--- config.mk ---
export PLATFORM = sky130hd
export DESIGN_NAME = wb_regfile
export DESIGN_NICKNAME = d
export VERILOG_FILES = /design/src/rtl/wb_regfile.sv
export SDC_FILE = /design/constraint.sdc
export NUM_CORES = 2
export LEC_CHECK = 0
export ABC_AREA = 1
export CELL_PAD_IN_SITES_DETAIL_PLACEMENT = 2
export CELL_PAD_IN_SITES_GLOBAL_PLACEMENT = 2
export CORE_MARGIN = 2
export CORE_UTILIZATION = 31
export CTS_CLUSTER_SIZE = 10
export DETAILED_ROUTE_END_ITERATION = 10
export PLACE_DENSITY = 0.85
export SLEW_MARGIN = 20
export SYNTH_ARGS = -nofsm -noshare
export SYNTH_HDL_FRONTEND = slang
export SYNTH_SLANG_ARGS = --single-unit
--- constraint.sdc ---
create_clock -name clk -period 1.6 [get_ports clk]
set_input_delay 0.24 -clock clk [delete_from_list [all_inputs] [get_ports clk]]
set_output_delay 0.24 -clock clk [all_outputs]
set_load 0.05 [all_outputs]
--- src/rtl/wb_regfile.sv ---
// rtl/wb_regfile.sv - writeback result mux, 32x32 integer regfile with x0=0, commit counter
// Optional build macro: WB_BYPASS_EN (same-cycle write-through on both read ports).
module wb_regfile #(
    parameter int XLEN  = 32,
    parameter int NREGS = 32,
    parameter int CNT_W = 32
) (
    input  logic             clk,
    input  logic             rst_n,
    input  logic             RegWriteW,
    input  logic [1:0]       ResultSrcW,
    input  logic [XLEN-1:0]  ALUResultW,
    input  logic [XLEN-1:0]  ReadDataW,
    input  logic [XLEN-1:0]  PC_plus4W,
    input  logic [XLEN-1:0]  lAuiPCW,
    input  logic [4:0]       RdW,
    input  logic [4:0]       Rs1D,
    input  logic [4:0]       Rs2D,
    output logic [XLEN-1:0]  RD1D,
    output logic [XLEN-1:0]  RD2D,
    output logic [XLEN-1:0]  ResultW,
    output logic             WbValidW,
    output logic [CNT_W-1:0] WbCount
);

    logic [XLEN-1:0]  r_regs [NREGS];
    logic [CNT_W-1:0] r_wb_count;
    logic [XLEN-1:0]  w_result;
    logic             w_wb_valid;
    logic [XLEN-1:0]  w_rd1;
    logic [XLEN-1:0]  w_rd2;

    always_comb begin
        w_result = ALUResultW;
        case (ResultSrcW)
            2'b00:   w_result = ALUResultW;
            2'b01:   w_result = ReadDataW;
            2'b10:   w_result = PC_plus4W;
            default: w_result = lAuiPCW;
        endcase
    end

    assign w_wb_valid = RegWriteW && (RdW != 5'd0);

    always_ff @(posedge clk or negedge rst_n) begin
        if (!rst_n) begin
            for (int i = 0; i < NREGS; i++) begin
                r_regs[i] <= '0;
            end
            r_wb_count <= '0;
        end else if (w_wb_valid) begin
            r_regs[RdW] <= w_result;
            r_wb_count  <= r_wb_count + CNT_W'(1);
        end
    end

    // x0 and reset override everything, including the bypass path
    always_comb begin
        w_rd1 = r_regs[Rs1D];
        w_rd2 = r_regs[Rs2D];
`ifdef WB_BYPASS_EN
        if (w_wb_valid && (Rs1D == RdW)) w_rd1 = w_result;
        if (w_wb_valid && (Rs2D == RdW)) w_rd2 = w_result;
`else
`endif
        if (!rst_n || (Rs1D == 5'd0)) w_rd1 = '0;
        if (!rst_n || (Rs2D == 5'd0)) w_rd2 = '0;
    end

    assign RD1D     = w_rd1;
    assign RD2D     = w_rd2;
    assign ResultW  = w_result;
    assign WbValidW = w_wb_valid;
    assign WbCount  = r_wb_count;

endmodule

==> run summary, run 1 <==
Synthesized area per cell = 6.80 µm²
Site row count = 159
Prevailing post-synth register cell = dfrtp_1
Warnings from Yosys = 0
GRT repair_timing worst endpoint = RD2D[24]
Synth Net Count = 8,716
Count of H-tree levels built during CTS = 4
Global-route congestion overflow total = 2,232
Synth async-reset ratio = 1.00
Number of sinks handled by clock tree synthesis = 1,056
Leading cell types by count after synthesis = nand2_1, nand3_1, o21ai_0
Number of instances in the synthesized netlist = 8,567
Synthesis-stage register bit count = 1,056
Maximum buffer depth of the clock tree = 3
Share of the yosys chip area belonging to registers = 0.453
Worst endpoint kind after the last repair = primary output
Clock Root Buffer = clkbuf_16
Global-route usage over all layers = 0.836
Last stage reached = global routing
Initial standard-cell utilization of the core = 0.311
First Error = [ERROR GRT-0232] Routing congestion too high. Check the congestion heatmap in the GUI.
Library cells used by synthesis = 26
Placed wire-length estimate = 234,000 µm
Most area-hungry cell type in the Yosys netlist = dfrtp_1
Share of the synthesized area in the top cell type = 0.453
Width of the die = 438 µm
Largest net degree at the start of global routing = 118
Chip height = 438 µm
Netlist area before placement = 0.0583 mm²
Routability congestion estimate from global placement = 0.892
Most numerous cell in the Yosys netlist = nand2_1
Status = stopped before the end
Number of clock buffers inserted by TritonCTS = 135
Top cells by area in the synthesized netlist = dfrtp_1, nand2_1, nand3_1, o21ai_0, clkbuf_1
Post-synth EDFFs = 0
Buffers on Ports = 276
Cells after DPL = 11,200
Boundary Pins = 277
-- what timing repair did --
action,in CTS
hold buffers,1
endpoints found under the setup margin,217
cloned,3
setup buffers,209
resized for setup,824
pin swaps,311
hold endpoints to repair,808
-- stage by stage --
| step | TNS, ns | setup WS (ns) | instance area (µm²) |
|---|---|---|---|
| after floorplan | -4.77 | -0.0777 | 60700 |
| after global placement | -546.46 | -0.705 | 71800 |
| after detailed placement | -673.31 | -1.08 | 71800 |
| after CTS | -62.62 | -1.02 | 80900 |
-- routing by layer --
metal,GRT overflow,track usage
met2,1164,0.948
met5,18,0.602
met1,220,0.819
met3,169,0.745
met4,661,0.840
-- cell families after synthesis --
family / Yosys count / share of synthesized area
simple gates: 5182 / 0.361
compound gates: 1450 / 0.124
flops: 1056 / 0.453
buf+inv: 857 / 0.0576
xor+xnor: 21 / 0.00315
fa+ha+maj: 1 / 0.000215
==> run 2: changes to the inputs <==
==> config.mk (replaced) <==
export PLATFORM = sky130hd
export DESIGN_NAME = wb_regfile
export DESIGN_NICKNAME = d
export VERILOG_FILES = /design/src/rtl/wb_regfile.sv
export SDC_FILE = /design/constraint.sdc
export NUM_CORES = 2
export LEC_CHECK = 0
export ABC_AREA = 1
export CORE_MARGIN = 2
export CORE_UTILIZATION = 25
export DETAILED_ROUTE_END_ITERATION = 10
export PLACE_DENSITY_LB_ADDON = 0.15
export SLEW_MARGIN = 20
export SYNTH_ARGS = -nofsm -noshare
export SYNTH_HDL_FRONTEND = slang
export SYNTH_SLANG_ARGS = --single-unit
==> constraint.sdc (replaced) <==
create_clock -name clk -period 2.08 [get_ports clk]
set_input_delay 0.312 -clock clk [delete_from_list [all_inputs] [get_ports clk]]
set_output_delay 0.312 -clock clk [all_outputs]
set_load 0.05 [all_outputs]
==> run summary, run 2 <==
Initial antenna violation count = 5
Power density normalized to cell area = 863 mW/mm²
Wire length of the first global-routing pass = 431,000 µm
Proportion of layout cells with a drive suffix above 1 = 0.194
Violated checks = setup timing
Synth async-reset ratio = 1.00 (unchanged)
Number of instances in the synthesized netlist = 8,567 (unchanged)
Placeable core area = 0.232 mm²
Layout Nets = 9,192
Average routed wire per standard cell = 24.6 µm
Register with the highest flop count = r_regs
Boundary Pins = 277 (unchanged)
Maximum buffer depth of the clock tree = 3 (unchanged)
Most common cell after layout, fill and taps aside = nand2_1
Routability congestion estimate from global placement = 0.869 (was 0.892)
Commonest cells after routing, fill and taps aside = nand2_1, dfrtp_1, o21ai_0
Number of cells on the worst reg-to-reg path = 6
Share of the yosys chip area belonging to registers = 0.453 (unchanged)
Start point of the critical path = r_regs[68]
Most area-hungry cell type in the Yosys netlist = dfrtp_1 (unchanged)
Share of the synthesized area in the top cell type = 0.453 (unchanged)
Count of H-tree levels built during CTS = 4 (unchanged)
Final worst slack = -0.452 ns
Fin crit share = 1.22
Final setup violation count = 64
Startpoint of the worst-slack reg-to-reg timing path = WbCount[2]
Total Die Area = 0.237 mm²
Hold WS = 0.262 ns
Via count of the routed design = 62,100
Endpoint kind of the worst setup timing path = primary output
Width of the die = 487 µm (was 438 µm)
Synthesized area per cell = 6.80 µm² (unchanged)
Standard cell area after detailed placement = 0.0726 mm² (was 0.0718 mm²)
Unrepaired setup endpoints after global routing = true
Most numerous cell in the Yosys netlist = nand2_1 (unchanged)
Largest net degree at the start of global routing = 163
Maximum vdd drop = 0.716 mV
First-pass iteration count of the detailed router = 6
Post-Route Skew = 0.00860 ns
Netlist area before placement = 0.0583 mm² (unchanged)
Number of clock buffers inserted by TritonCTS = 135 (unchanged)
Clock Root Buffer = clkbuf_16 (unchanged)
Global-route congestion overflow total = 0
Chip height = 487 µm (was 438 µm)
Buffers on Ports = 276 (unchanged)
Final antenna-violating net count = 0
Clock insertion delay at the later pin of the skew report = 0.79 ns
Worst Max-Slew Pin Slew = 1.15 ns
Detailed-route vias per instance = 5.10
Maximum fanout encountered on the critical timing path = 3
Fin area = 0.0809 mm²
Cell depth of the worst min-delay path = 6
Number of sinks handled by clock tree synthesis = 1,056 (unchanged)
Post-layout min period = 2.53 ns
Wire length reported by the detailed router = 300,000 µm
Arrival time at the worst endpoint = 2.22 ns
Type of element launching the critical path = flip-flop
Hold crit path type = input pin to flip-flop
Max Freq = 395 MHz
Synthesis-stage register bit count = 1,056 (unchanged)
Total DRC errors in the routed layout = 0
Placed wire-length estimate = 200,000 µm (was 234,000 µm)
Library cells used by synthesis = 26 (unchanged)
Synthesis-to-finish area growth = 38.8%
Count of endpoints failing hold in the final timing report = 0
Final max-slew violation count = 0
Max FFs per register = 1,024
Max-cap violations = 0
Rel. slew slack = 0.236
Initial standard-cell utilization of the core = 0.251 (was 0.311)
Leading cell types by count after synthesis = nand2_1, nand3_1, o21ai_0 (unchanged)
Status = finished, violations left (was stopped before the end)
Beginning of the worst hold path = ResultSrcW[0]
Prevailing post-synth register cell = dfrtp_1 (unchanged)
Global-route usage over all layers = 0.247
Warnings from Yosys = 0 (unchanged)
Clock transition at path regs = 0.06 ns
Post-synth EDFFs = 0 (unchanged)
Leakage dissipation = 37.2 nW
Iter 0 DRT Violations = 6,653
Top cells by area in the synthesized netlist = dfrtp_1, nand2_1, nand3_1, o21ai_0, clkbuf_1 (unchanged)
CTS tree = yes
Required time of the worst setup path = 1.77 ns
Number of global-route vias before repair = 58,600
Setup slack at placement = -0.761 ns (was -1.08 ns)
Site row count = 177 (was 159)
Classification of the worst setup path = flip-flop to primary output
Synth Net Count = 8,716 (unchanged)
## run 2: final cells by class
class,instances,area (µm²)
fillers,24200,151000
multi-input cells,6654,32200
flip-flops and latches,1056,26400
repair buffers,1083,13400
clock buffers,202,4110
well taps,3043,3810
clock inverters,36,508
inverters,113,469
diodes,4,10.0
## run 2: critical path, stage by stage (launching register included)
cell and delay, ns:
dfrtp_1 0.37, nand2_1 0.06, nand3_1 0.09, nand3_2 0.10
nand3_2 0.12, nand3_2 0.10, a21oi_4 0.26, buf_12 0.16
buf_12 0.13
## run 2: repair_timing
item                                    CTS  global route
buffers inserted                         48            88
pin swaps                               276           291
gates cloned                              0             0
hold buffers                              1             1
resized for setup                       423           263
hold endpoints to repair                364            11
endpoints found under the setup margin  129           191
## run 2: power by group
| group | total [mW] | switching, mW | internal [mW] |
|---|---|---|---|
| registers | 27.6 | 3.18 | 24.4 |
| clock network | 24.9 | 10.1 | 14.9 |
| logic | 17.3 | 10.3 | 7.03 |
| total | 69.8 | 23.5 | 46.3 |
## run 2: routing by layer
| layer | wire [µm] | track usage | vias to the layer above |
|---|---|---|---|
| met1 | 133000 | 0.342 | 30300 |
| met3 | 19400 | 0.0338 | 493 |
| met4 | 12100 | 0.0900 | 0 |
| li1 | - | - | 28800 |
| met5 | 0 | 0 | - |
| met2 | 136000 | 0.393 | 2590 |
## run 2: path summary, 6_finish.rpt
path | endpoint | slack, ns
min reg2reg | r_regs[1017] | 0.38
max reg2reg | WbCount[21] | 0.37
min | r_regs[816] | 0.26
max in group asynchronous | r_regs[985] | 0.57
max | RD1D[4] | -0.45
min in group asynchronous | r_regs[872] | 0.37
## run 2: cell families after synthesis
logic type	synth area share
adder cells (fa/ha/maj)	0.000215
XOR/XNOR	0.00315
AND/OR/NAND/NOR	0.361
AO/OA/AOI/OAI	0.124
flip-flops	0.453
buffers and inverters	0.0576
## run 2: through the flow
stage	cells	TNS, ns	power, mW	utilization
2_1_floorplan	8567	-0.609	36.2	-
5_1_grt	12200	-25.42	73.5	0.348
6_report	12200	-19.11	69.8	0.348
3_3_place_gp	11800	-273.75	43.3	0.312
3_5_place_dp	11800	-273.94	43.6	0.312
4_1_cts	12100	-22.73	69.4	0.341
(Power assumes the default switching activity.)
